**config.mk**
```make
export PLATFORM = sky130hd
export DESIGN_NAME = adder_4b
export DESIGN_NICKNAME = d
export VERILOG_FILES = /design/src/rtl/adder_4b.sv
export SDC_FILE = /design/constraint.sdc
export NUM_CORES = 1
export LEC_CHECK = 0
export ABC_AREA = 1
export CAP_MARGIN = 40
export CORE_UTILIZATION = 25
export DETAILED_ROUTE_END_ITERATION = 10
export PLACE_DENSITY = 0.69
export SLEW_MARGIN = 20
export SYNTH_ARGS = -nofsm -noshare
export SYNTH_HDL_FRONTEND = slang
export SYNTH_SLANG_ARGS = --single-unit
```
**constraint.sdc**
```tcl
create_clock -name clk -period 0.8 [get_ports clk]
set_input_delay 0.08 -clock clk [delete_from_list [all_inputs] [get_ports clk]]
set_output_delay 0.08 -clock clk [all_outputs]
set_load 0.01 [all_outputs]
```
**src/rtl/adder_4b.sv**
```systemverilog
// Registered unsigned WIDTH-bit ripple-carry adder (c = a + b + cin); ADDER_4B_OVF_EN adds a registered signed-overflow flag.
// Latency 1 cycle from the in_valid edge to c/out_valid; throughput 1 sum per cycle.
// No backpressure: a new operand set is accepted on every in_valid edge and the block never stalls.
module adder_4b #(
   parameter int WIDTH = 4
) (
   input  logic             clk,
   input  logic             rst,
   input  logic             in_valid,
   input  logic [WIDTH-1:0] a,
   input  logic [WIDTH-1:0] b,
   input  logic             cin,
   output logic [WIDTH:0]   c,
`ifdef ADDER_4B_OVF_EN
   output logic             ovf,
`endif
   output logic             out_valid
);

   logic [WIDTH:0]   k;
   logic [WIDTH-1:0] s;
   logic [WIDTH:0]   c_d;
   logic [WIDTH:0]   c_q;
   logic             vld_q;

   assign k[0] = cin;

   for (genvar i = 0; i < WIDTH; i++) begin : g_fa
      assign s[i]   = a[i] ^ b[i] ^ k[i];
      assign k[i+1] = (a[i] & b[i]) | (a[i] & k[i]) | (b[i] & k[i]);
   end

   assign c_d = {k[WIDTH], s};

   // c only loads on accepted operands, so X/Z on idle inputs never reaches it.
   always_ff @(posedge clk or posedge rst) begin
      if (rst) begin
         c_q   <= '0;
         vld_q <= 1'b0;
      end else begin
         vld_q <= in_valid;
         if (in_valid) begin
            c_q <= c_d;
         end
      end
   end

   assign c         = c_q;
   assign out_valid = vld_q;

`ifdef ADDER_4B_OVF_EN
   logic ovf_d;
   logic ovf_q;

   assign ovf_d = (a[WIDTH-1] == b[WIDTH-1]) && (s[WIDTH-1] != a[WIDTH-1]);

   always_ff @(posedge clk or posedge rst) begin
      if (rst) begin
         ovf_q <= 1'b0;
      end else if (in_valid) begin
         ovf_q <= ovf_d;
      end
   end

   assign ovf = ovf_q;
`endif

endmodule

```
---- After elaboration in Yosys (flattened, before gate mapping) ----
Cells that the tools add are included.
operators by class
  add/subtract/negate cells ............... 0
  $mul .................................... 0
  divide/modulo/power cells ............... 0
  order comparisons ....................... 0
  eq/ne operators ......................... 0
  shift-type cells ........................ 0
  multiplexer cells ....................... 0
  bitwise gates (word level) .............. 28
  reductions and logical operators ........ 0
operator list
  operator           number
  1-bit bitwise AND  12
  1-bit bitwise OR   8
  1-bit XOR          8
word-level totals
  register bits after elaboration ......... 6
  latch bits .............................. 0
  bits in writable memories ............... 0
  ROM bits ................................ 0
  input port bits ......................... 12
  output and inout bits ................... 6
  word-level logic and storage cells ...... 30
  memories kept ........................... 0

---- Depth between registers and ports, before layout ----
  word-level depth ........................ 12
  gate-level depth with buffers ........... 10
  depth with buffers taken out ............ 10

---- Worst setup path after synthesis ----
Ideal clock, no wire load.
  kind .................................... input port to flip-flop
  start ................................... in a[0]
  end ..................................... reg c_q[3] (netlist: c[3])
  setup time .............................. 65 ps
  arrival time ............................ 1662 ps
  data required time ...................... 735 ps
  slack ................................... -927 ps
  stages .................................. 10
  path through ............................ inv_1 -> fa_1 -> inv_1 -> fa_1 -> fa_1 -> inv_1 -> fa_1 -> inv_1 -> nand2_1 -> nand2_1
between the ends
  cells in the longest elaborated chain, start to end .. 10
ends and longest elaborated chain
  item                                RTL line  RTL
  start: declaration                  10        input logic [WIDTH-1:0] a,
  1-bit bitwise AND                   30        assign k[i+1] = (a[i] & b[i]) | (a[i] & k[i]) | (b[i] & k[i]);
  1-bit bitwise OR (*) (2 in series)  30
  1-bit bitwise AND                   30
  1-bit bitwise OR                    30
  1-bit bitwise OR (*)                30
  1-bit bitwise AND                   30
  1-bit bitwise OR                    30
  1-bit bitwise OR (*)                30
  1-bit XOR (*)                       29        assign s[i] = a[i] ^ b[i] ^ k[i];
  end signal: assignment              38        c_q <= '0;
  end signal: assignment              43        c_q <= c_d;
  end: declaration                    23        logic [WIDTH:0] c_q;
Every way passes the cells marked *; elsewhere a longest branch is shown, timed or not.
A chain may end at the register's enable or synchronous reset.

---- Worst setup path in the final report ----
  start ................................... in cin
  end ..................................... reg c_q[3] (netlist: c[3])
between the ends
  cells in the longest elaborated chain, start to end .. 10
ends and longest elaborated chain
  item                  RTL line  RTL
  start: declaration    12        input logic cin,
  1-bit bitwise AND     30
  1-bit bitwise OR      30
  1-bit bitwise OR (*)  30
  1-bit bitwise AND     30
  1-bit bitwise OR      30
  1-bit bitwise OR (*)  30
  1-bit bitwise AND     30
  1-bit bitwise OR      30
  1-bit bitwise OR (*)  30
  1-bit XOR (*)         29
Marked as above.

==> out/metrics.yaml <==
placedCellCount: 69
vias: 303
die-height_um: 38.42
hold_buffers: 0
cts_root_buffer: "clkbuf_4"
finalHoldViolations: 0
grt_pass1_wl_um: 1159
timing.hold.ws_ps: 44.28
drtIter0Drc: 8
worstSetupPathType: "in -> reg"
clk_latency_ps: 250
max_slew_margin_pct: 85.10
cap_violations: 0
rsz0062_at_grt: "yes"
drive_above_1_share_pct: 42.62
ant_nets: 0
worst_setup_path_end_kind: "flop"
slew_viol_final: 0
synth_cells: 37
diodes: 0
clk_pin_slew_ps: 50
drc: 0
pre_cts_ws_ps: -1540
r2r-start: "c[2]"
ir_drop_v: 0.0004686
cts_max_path_buffers: 2
required_ps: 980
fp-row-count: 12
synth.cell_area_um2: 331.6
track_usage_pct: 12.25
cts_tree: "yes"
htree_levels: 1
finalCritPeriodShare_pct: 194.3
leakage_nw: 0.3148
skew_ps: 0
synth_xor_xnor_area_share_pct: 0
routed_wl_um: 683
synth_area_per_cell_um2: 8.961
gp_congestion: 0.6372
final_cells: 75
start_kind: "input port"
layout_min_cycle_time_ps: 1554
initial_core_util_pct: 28.31
cts.sink_count: 6
layout_commonest_cell: "nand2_1"
status: "finished, violations left"
fmax_ghz: 0.6434
synthSimpleGateAreaFrac_pct: 16.98
syn-num-nets: 53
hold_class: "in -> async"
synth_seq_cells: 6
synth.distinct_cells: 5
num_io_pins: 18
detail_route.first_pass.iterations: 4
die_x_um: 38.42
routed_via_density: 4.040
grt_start_max_net_pins: 7
power_density_nw_per_um2: 1638
dp_hpwl_um: 502.4
grt.overflow.total: 0
finalSetupViolations: 9
cts-buffers-inserted: 3
arrival_ps: 1730
fp.dieArea_um2: 1476
layout_common_cells: "nand2_1 (15), inv_1 (6), dfrtp_1 (6), clkdlybuf4s50_1 (6), buf_2 (6)"
critPathLaunch: "cin"
syn2layout_area_growth_pct: 73.96
synth-adder-area-share_pct: 24.15
synth-warning-count: 0
violations: "negative setup slack"
antenna_found_initial: 0
core_area_um2: 1171
fin_nets: 79
crit_fanout: 1
fin_util_pct: 49.25
synth_compound_area_share_pct: 0
synthMuxAreaShare_pct: 0
worst_pin_slew_ps: 223.3
detail_route.wl_per_cell_um: 9.107
port_buffers: 17
synth_top_family_by_area: "adder cells"
grt_pass1_vias: 298
synth-seq-area-share_pct: 45.28
finalWorstSetupSlack_ps: -754.1
==> kinds of logic (layout without fill, tap and decap cells) <==
| family | after synthesis | count (layout) |
|---|---|---|
| buffers and inverters | 12 | 36 |
| adder cells (fa/ha/maj) | 4 | 4 |
| AND/OR/NAND/NOR | 15 | 15 |
| flip-flops | 6 | 6 |
==> report_power, final <==
group	total [mW]	switching [mW]	internal [mW]
Sequential	0.369	0.0211	0.348
Combinational	0.295	0.135	0.160
Clock	0.280	0.110	0.170
Total	0.945	0.267	0.678
==> sequential cells by signal (all words and copies together) (netlist names) <==
name / flops
out_valid: 1
c: 5
==> cell usage after synthesis <==
cell	number	area, um^2
dfrtp_1	6	150.1
inv_2	1	3.750
fa_1	4	80.08
inv_1	11	41.29
nand2_1	15	56.30
==> area by class of cell <==
class	count	area, um^2
Sequential cell	6	150.1
Fill cell	122	594.3
Tap cell	14	17.52
Inverter	12	65.06
Multi-Input combinational cell	19	146.4
Clock buffer	3	22.52
Timing Repair Buffer	21	175.2
==> per-stage QoR <==
| step | power, mW | TNS [ps] | area, um^2 |
|---|---|---|---|
| floorplan | 0.4954 | -2408 | 359.1 |
| global placement | 0.6665 | -6565 | 554.3 |
| detailed placement | 0.6767 | -6691 | 554.3 |
| CTS | 0.9504 | -2378 | 566.8 |
| global route | 1.015 | -2454 | 576.8 |
| finish | 0.9447 | -2094 | 576.8 |
==> critical path, stage by stage <==
cell and delay (ps):
buf_6 100, inv_4 40, fa_2 190, inv_2 40, fa_2 330, fa_2 340
inv_2 60, fa_2 410, inv_1 60, nand2_1 40, nand2_1 50
==> worst paths after layout <==
kind                            depth (start not counted)        end  slack, ps
worst max register to register                          3       c[2]         80
min in group clk                                        6       c[0]        320
worst min-delay path                                    2       c[0]         40
worst max-delay path                                   11       c[3]       -750
max in group asynchronous                               2  out_valid        560
worst min register to register                          2       c[4]        480
==> per-layer routing <==
metal,vias to the layer above,routed length [um],global-route usage (%)
met5,-,0,0
met4,0,0,10.34
met3,0,79,4.070
met2,15,356,18.22
met1,139,247,13.97
li1,149,-,-
==> what timing repair did <==
item | CTS | global route
setup buffers | 2 | 1
resized for setup | 43 | 2
pin swaps | 8 | 4
setup endpoints to repair | 11 | 10
Note: power is estimated with default switching activity, not from simulation.
